--- src/rtl/age_lru_unit.sv ---
// age_lru_unit: per-set age-based LRU tracker with a power-on clear sweep and a
// two-stage lookup/touch pipeline (S1 registered read, S2 age update and write-back).
`default_nettype none

module age_lru_unit #(
    parameter int SET_ADDR_WDTH = 5,
    parameter int C_N_WAY       = 3
) (
    input  logic                                 clk,
    input  logic                                 reset,
    input  logic                                 req_valid_in,
    output logic                                 req_ready_out,
    input  logic                                 req_op_in,
    input  logic [SET_ADDR_WDTH-1:0]             req_set_in,
    input  logic [C_N_WAY-1:0]                   req_way_in,
    output logic                                 rsp_valid_out,
    output logic [(1<<C_N_WAY)*C_N_WAY-1:0]      rsp_ages_out,
    output logic [C_N_WAY-1:0]                   rsp_victim_out,
    output logic                                 init_busy_out
);

    localparam int N_WAYS = 1 << C_N_WAY;
    localparam int AGES_W = N_WAYS * C_N_WAY;
    localparam int N_SETS = 1 << SET_ADDR_WDTH;

    typedef enum logic [0:0] {
        STATE_CLEAR  = 1'b0,
        STATE_NORMAL = 1'b1
    } state_t;

    state_t                    state, next_state;
    logic [SET_ADDR_WDTH-1:0]  sweep_cnt;

    logic [AGES_W-1:0]         mem [N_SETS];

    logic                      s1_valid, s1_op;
    logic [SET_ADDR_WDTH-1:0]  s1_set;
    logic [C_N_WAY-1:0]        s1_way;
    logic [AGES_W-1:0]         s1_data;

    logic                      s2_valid, s2_op;
    logic [SET_ADDR_WDTH-1:0]  s2_set;
    logic [C_N_WAY-1:0]        s2_way;
    logic [AGES_W-1:0]         s2_data;

    logic [AGES_W-1:0]         identity;
    logic [AGES_W-1:0]         new_ages;
    logic [C_N_WAY-1:0]        old_age;
    logic [C_N_WAY-1:0]        victim;
    logic                      found;

    logic                      wr_en;
    logic [SET_ADDR_WDTH-1:0]  wr_set;
    logic [AGES_W-1:0]         wr_data;
    logic                      accept;

    assign req_ready_out = (state == STATE_NORMAL);
    assign init_busy_out = (state == STATE_CLEAR);
    assign accept        = req_valid_in && req_ready_out;

    always_ff @(posedge clk or negedge reset) begin
        if (!reset) begin
            state     <= STATE_CLEAR;
            sweep_cnt <= '0;
        end else begin
            state <= next_state;
            if (state == STATE_CLEAR)
                sweep_cnt <= sweep_cnt + 1'b1;
        end
    end

    always_comb begin
        next_state = state;
        if (state == STATE_CLEAR && sweep_cnt == {SET_ADDR_WDTH{1'b1}})
            next_state = STATE_NORMAL;
    end

    always_comb begin
        identity = '0;
        for (int w = 0; w < N_WAYS; w++)
            identity[w*C_N_WAY +: C_N_WAY] = C_N_WAY'(w);
    end

    // S2: promote the touched way; only ages younger than it move up by one.
    always_comb begin
        old_age  = s2_data[s2_way*C_N_WAY +: C_N_WAY];
        new_ages = s2_data;
        if (s2_op) begin
            for (int i = 0; i < N_WAYS; i++) begin
                if (C_N_WAY'(i) == s2_way)
                    new_ages[i*C_N_WAY +: C_N_WAY] = '0;
                else if (s2_data[i*C_N_WAY +: C_N_WAY] < old_age)
                    new_ages[i*C_N_WAY +: C_N_WAY] = s2_data[i*C_N_WAY +: C_N_WAY] + 1'b1;
            end
        end
        victim = '0;
        found  = 1'b0;
        for (int i = 0; i < N_WAYS; i++) begin
            if (!found && new_ages[i*C_N_WAY +: C_N_WAY] == {C_N_WAY{1'b1}}) begin
                victim = C_N_WAY'(i);
                found  = 1'b1;
            end
        end
    end

    always_comb begin
        wr_en   = s2_valid && s2_op;
        wr_set  = s2_set;
        wr_data = new_ages;
        if (state == STATE_CLEAR) begin
            wr_en   = 1'b1;
            wr_set  = sweep_cnt;
            wr_data = identity;
        end
    end

    // Storage and pipeline data carry no reset; the sweep rewrites every set.
    always_ff @(posedge clk) begin
        if (wr_en)
            mem[wr_set] <= wr_data;
        s1_data <= (wr_en && wr_set == req_set_in) ? wr_data : mem[req_set_in];
        s1_op   <= req_op_in;
        s1_set  <= req_set_in;
        s1_way  <= req_way_in;
        s2_data <= (wr_en && s2_set == s1_set) ? new_ages : s1_data;
        s2_op   <= s1_op;
        s2_set  <= s1_set;
        s2_way  <= s1_way;
    end

    always_ff @(posedge clk or negedge reset) begin
        if (!reset) begin
            s1_valid       <= 1'b0;
            s2_valid       <= 1'b0;
            rsp_valid_out  <= 1'b0;
            rsp_ages_out   <= '0;
            rsp_victim_out <= '0;
        end else begin
            s1_valid      <= accept;
            s2_valid      <= s1_valid;
            rsp_valid_out <= s2_valid;
            if (s2_valid) begin
                rsp_ages_out   <= new_ages;
                rsp_victim_out <= victim;
            end
        end
    end

endmodule

`default_nettype wire

--- config.mk ---
export PLATFORM = sky130hd
export DESIGN_NAME = age_lru_unit
export DESIGN_NICKNAME = d
export VERILOG_FILES = /design/src/rtl/age_lru_unit.sv
export SDC_FILE = /design/constraint.sdc
export NUM_CORES = 1
export LEC_CHECK = 0
export BUFFER_PORTS_ARGS = -buffer_cell sky130_fd_sc_hd__clkbuf_2
export CAP_MARGIN = 20
export CORE_UTILIZATION = 63
export CTS_CLUSTER_SIZE = 28
export DETAILED_ROUTE_END_ITERATION = 12
export GPL_ROUTABILITY_DRIVEN = 1
export PLACE_DENSITY = 0.84
export SLEW_MARGIN = 30
export SYNTH_ARGS = -nofsm -noshare
export SYNTH_HDL_FRONTEND = slang
export SYNTH_SLANG_ARGS = --single-unit
--- constraint.sdc ---
create_clock -name clk -period 5.3 [get_ports clk]
set_clock_uncertainty 0.2 [all_clocks]
set_input_delay 0.265 -clock clk [delete_from_list [all_inputs] [get_ports clk]]
set_output_delay 0.265 -clock clk [all_outputs]
set_load 0.01 [all_outputs]
==> results summary <==
The detail route stage leaves a number of antenna-violating nets equal to 0. The number of levels in the clock H-tree came out at 3. The cell with the largest stage delay on the worst path is nand2_1.

The total count of max-transition violations in the final report came out at 0. The placed wire-length estimate after detailed placement is 50300 um. The top cell types in the final layout, fill and taps aside, are edfxtp_1, mux4_2, clkbuf_16, nand2_1, buf_4.

42 I/O pins were placed. The horizontal die dimension is 233 um. The cell repeated most along the worst path is nand2_1.

The post-place instance area is 35500 um^2. The number of different library cells used by synthesis comes to 76. The beginning of the worst register-to-register path is s2_way[0]$_DFF_P_. The endpoint of the lowest-slack register-to-register path is mem[26][20]$_DFFE_PP_.

The number of buffers created by CTS is 81. The highest attainable clock frequency came out at 221 MHz. The minimum hold slack came out at -42.7 ps. The layout overhead on the synthesized area came out at 14.1%. The count of cells along the worst register-to-register path came out at 9. In this run the worst setup path terminates at mem[26][20]$_DFFE_PP_. The via count of the first global-routing pass came out at 18400. The number of vias after detailed routing came out at 18400. The clock sink total came out at 846.

The worst supply voltage drop on vdd came out at 0.226 mV. The run finished, with violations left. The worst setup path is captured at a flop. The net count after synthesis is 1653. The data arrival time at the worst-slack endpoint came out at 4590 ps. The final-stage net count is 1793.

The cell depth of the worst setup path came out at 9. The sequential-to-total area share from yosys stat is 73.7%. The wire length of the first global-routing pass is 131000 um.

The total global routing track utilization came out at 35.4%. The weighted congestion reported at the end of routability-driven placement came out at 0.982. The pre-CTS setup slack is 935 ps. Across the run, the number of max-cap violations was 0. In this run the core area contains 84 standard-cell rows.

The power consumption came out at 15.9 mW. The number of storage elements in the synthesis netlist came out at 846. The die area came out at 54300 um^2. The average routed wire per standard cell came out at 37.0 um. The fraction of layout cells with a size suffix above 1 is 32.6%. The checks that failed: negative hold slack. After synthesis, the share of flip-flops with an asynchronous set or reset is 4.26%. The DRC violations left is 0. The cell count after placement is 2348. The initial cell density of the core came out at 63.9%.

At the pin with the least slew margin, the transition time is 1050 ps. The number of synthesized flops with an enable pin is 768. The initial antenna violation count is 1. The post-synthesis average cell area came out at 20.8 um^2. The largest incremental delay on the critical path came out at 780 ps. The number of synthesis warnings came out at 0. The cell type contributing the most total cell area after synthesis is edfxtp_1. The number of input and output port buffers inserted came out at 41. The violation count after the first detailed-routing iteration is 3369. The total buffers and inverters traversed by the critical path came out at 0. The portion of the clock cycle consumed by the worst path in the final layout is 85.4%. The total overflow left after global routing is 0. The summed area of non-filler cells in the final layout came out at 38400 um^2. The finished layout holds 2510 standard cells, fillers aside. By area the synthesized netlist is led by edfxtp_1, mux4_2, dfrtp_1, dfxtp_1, mux2_2. The most used flip-flop cell after synthesis is edfxtp_1. Traced cell by cell, the critical path runs through mux4_1, mux2i_1, ha_1, a211o_1, nor2_1, nand2_1, xor2_1, or2_2, nand2_1.

The via density per instance is 7.32. STA puts the critical path data required time at 5360 ps. The worst setup path is launched from a flop.

The critical path starts at s2_way[0]$_DFF_P_. The number of hold violations in the final report came out at 36. Setup repair after global routing left no endpoint under its margin. At the end of the flow the core is filled with cells to 72.9%. The tree is rooted in a clkbuf_16. The routed design has 92800 um of wire. The cell area after synthesis is 33600 um^2.

The clock tree from TritonCTS is built. The largest net degree at the start of global routing is 75. The clock period minus worst slack is 4520 ps.

The clock reaches the later pin of the worst-skew pair after 630 ps. The critical path in this run is classified as reg2reg. The relative max-transition margin came out at 29.9%. Setup slack on the worst reg-to-reg path comes out at 780 ps. In this run the worst hold path is classified as in2async. Leaving out fill and tap cells, the most frequent cell in the layout is edfxtp_1. The number of instances resized during post-cts repair is 0. The total of endpoints with negative setup slack in the final report came out at 0. The summed negative setup slack over all endpoints came out at 0 ps. The floorplan die height came out at 233 um. The length of the first detailed-routing pass in iterations came out at 6. For this design the static power due to leakage is 12.6 nW.

The clock-pin transition on the worst setup and hold timing paths is 70 ps. The worst path meets setup with 775 ps of slack. Among cell families on the critical path, the largest total delay comes from simple AND/OR/NAND/NOR gates. The biggest fanout along the worst timing path is 32.

The number of cells produced by synthesis came out at 1615. The share of synthesized area in the top cell type comes to 68.6%. The maximum clock path buffer count came out at 3. The power per cell area is 414 nW/um^2. Post-CTS timing repair inserted 0 buffers for setup. The placeable core region came out at 52700 um^2.
[per-layer routing]
layer | track usage, % | part of all wire, % | up-vias | routed length (um)
met4 | 18.6 | 5.8 | 4 | 5420
met1 | 47.6 | 34 | 9390 | 31300
li1 | - | - | 6980 | -
met3 | 8.15 | 13 | 336 | 12100
met5 | 0 | 0.073 | - | 68
met2 | 54.6 | 47 | 1657 | 43900
[flip-flops by register name (all words and copies together) (netlist names)]
name / flops
s1_set: 5
req_ready_out: 1
sweep_cnt: 5
s2_data: 24
rsp_victim_out: 3
rsp_ages_out: 24
s2_valid: 1
mem: 768
s2_way: 3
rsp_valid_out: 1
s2_set: 5
s1_valid: 1
s1_way: 3
s1_op: 1
s2_op: 1
[worst min path at each step]
stage	endpoint	slack, ps	cells after the start
2_1_floorplan	req_ready_out$_DFFE_PN0P_	-230	0
3_3_place_gp	s2_op$_DFF_P_	120	0
3_5_place_dp	s2_way[2]$_DFF_P_	120	0
4_1_cts	s1_set[3]$_DFF_P_	50	2
5_1_grt	rsp_ages_out[20]$_DFFE_PN0P_	20	2
6_report	rsp_ages_out[20]$_DFFE_PN0P_	-40	2
[Yosys cell counts, drive strengths merged, types with 5 or more instances]
| cell type | instances |
|---|---|
| a21oi | 31 |
| a31oi | 5 |
| and2 | 5 |
| buf | 30 |
| clkbuf | 44 |
| dfrtp | 36 |
| dfxtp | 42 |
| edfxtp | 768 |
| ha | 26 |
| inv | 8 |
| mux2 | 30 |
| mux2i | 25 |
| mux4 | 244 |
| nand2 | 74 |
| nand2b | 7 |
| nand3 | 10 |
| nand3b | 5 |
| nand4 | 5 |
| nor2 | 79 |
| nor2b | 8 |
| nor3 | 18 |
| o21ai | 34 |
| xnor2 | 12 |
| xor2 | 8 |
[kinds of logic (layout without fill, tap and decap cells)]
logic type / Yosys count / in the layout / share of synthesized area (%)
DFF: 846 / 846 / 73.7
muxes: 299 / 299 / 18.1
and+or+nand+nor: 231 / 231 / 3.20
AOI/OAI and AO/OA: 110 / 110 / 2.30
buffers and inverters: 83 / 289 / 1.14
adders and majority gates: 26 / 26 / 0.967
xor gates and xnor gates: 20 / 20 / 0.521
other: 0 / 1 / 0
[report_power, final]
group	total [mW]	switching [mW]	leakage, nW	internal, mW
registers	8.09	0.164	7.72	7.93
logic	1.79	1.19	3.57	0.602
clock network	6.00	2.54	1.32	3.46
[layout make-up]
type / instances / area [um^2]
Sequential cell: 846 / 24800
Clock inverter: 51 / 559
Fill cell: 2701 / 14300
Clock buffer: 98 / 2160
Tap cell: 688 / 861
Antenna cell: 1 / 2.50
Inverter: 9 / 33.8
Multi-Input combinational cell: 686 / 8750
Timing Repair Buffer: 131 / 1180
[timing repair]
| action | 4_1_cts | 5_1_grt |
|---|---|---|
| endpoints found under the setup margin | 0 | 0 |
| hold endpoints to repair | 46 | 0 |
| hold buffers | 11 | 0 |
Note: power is estimated with default switching activity, not from simulation.
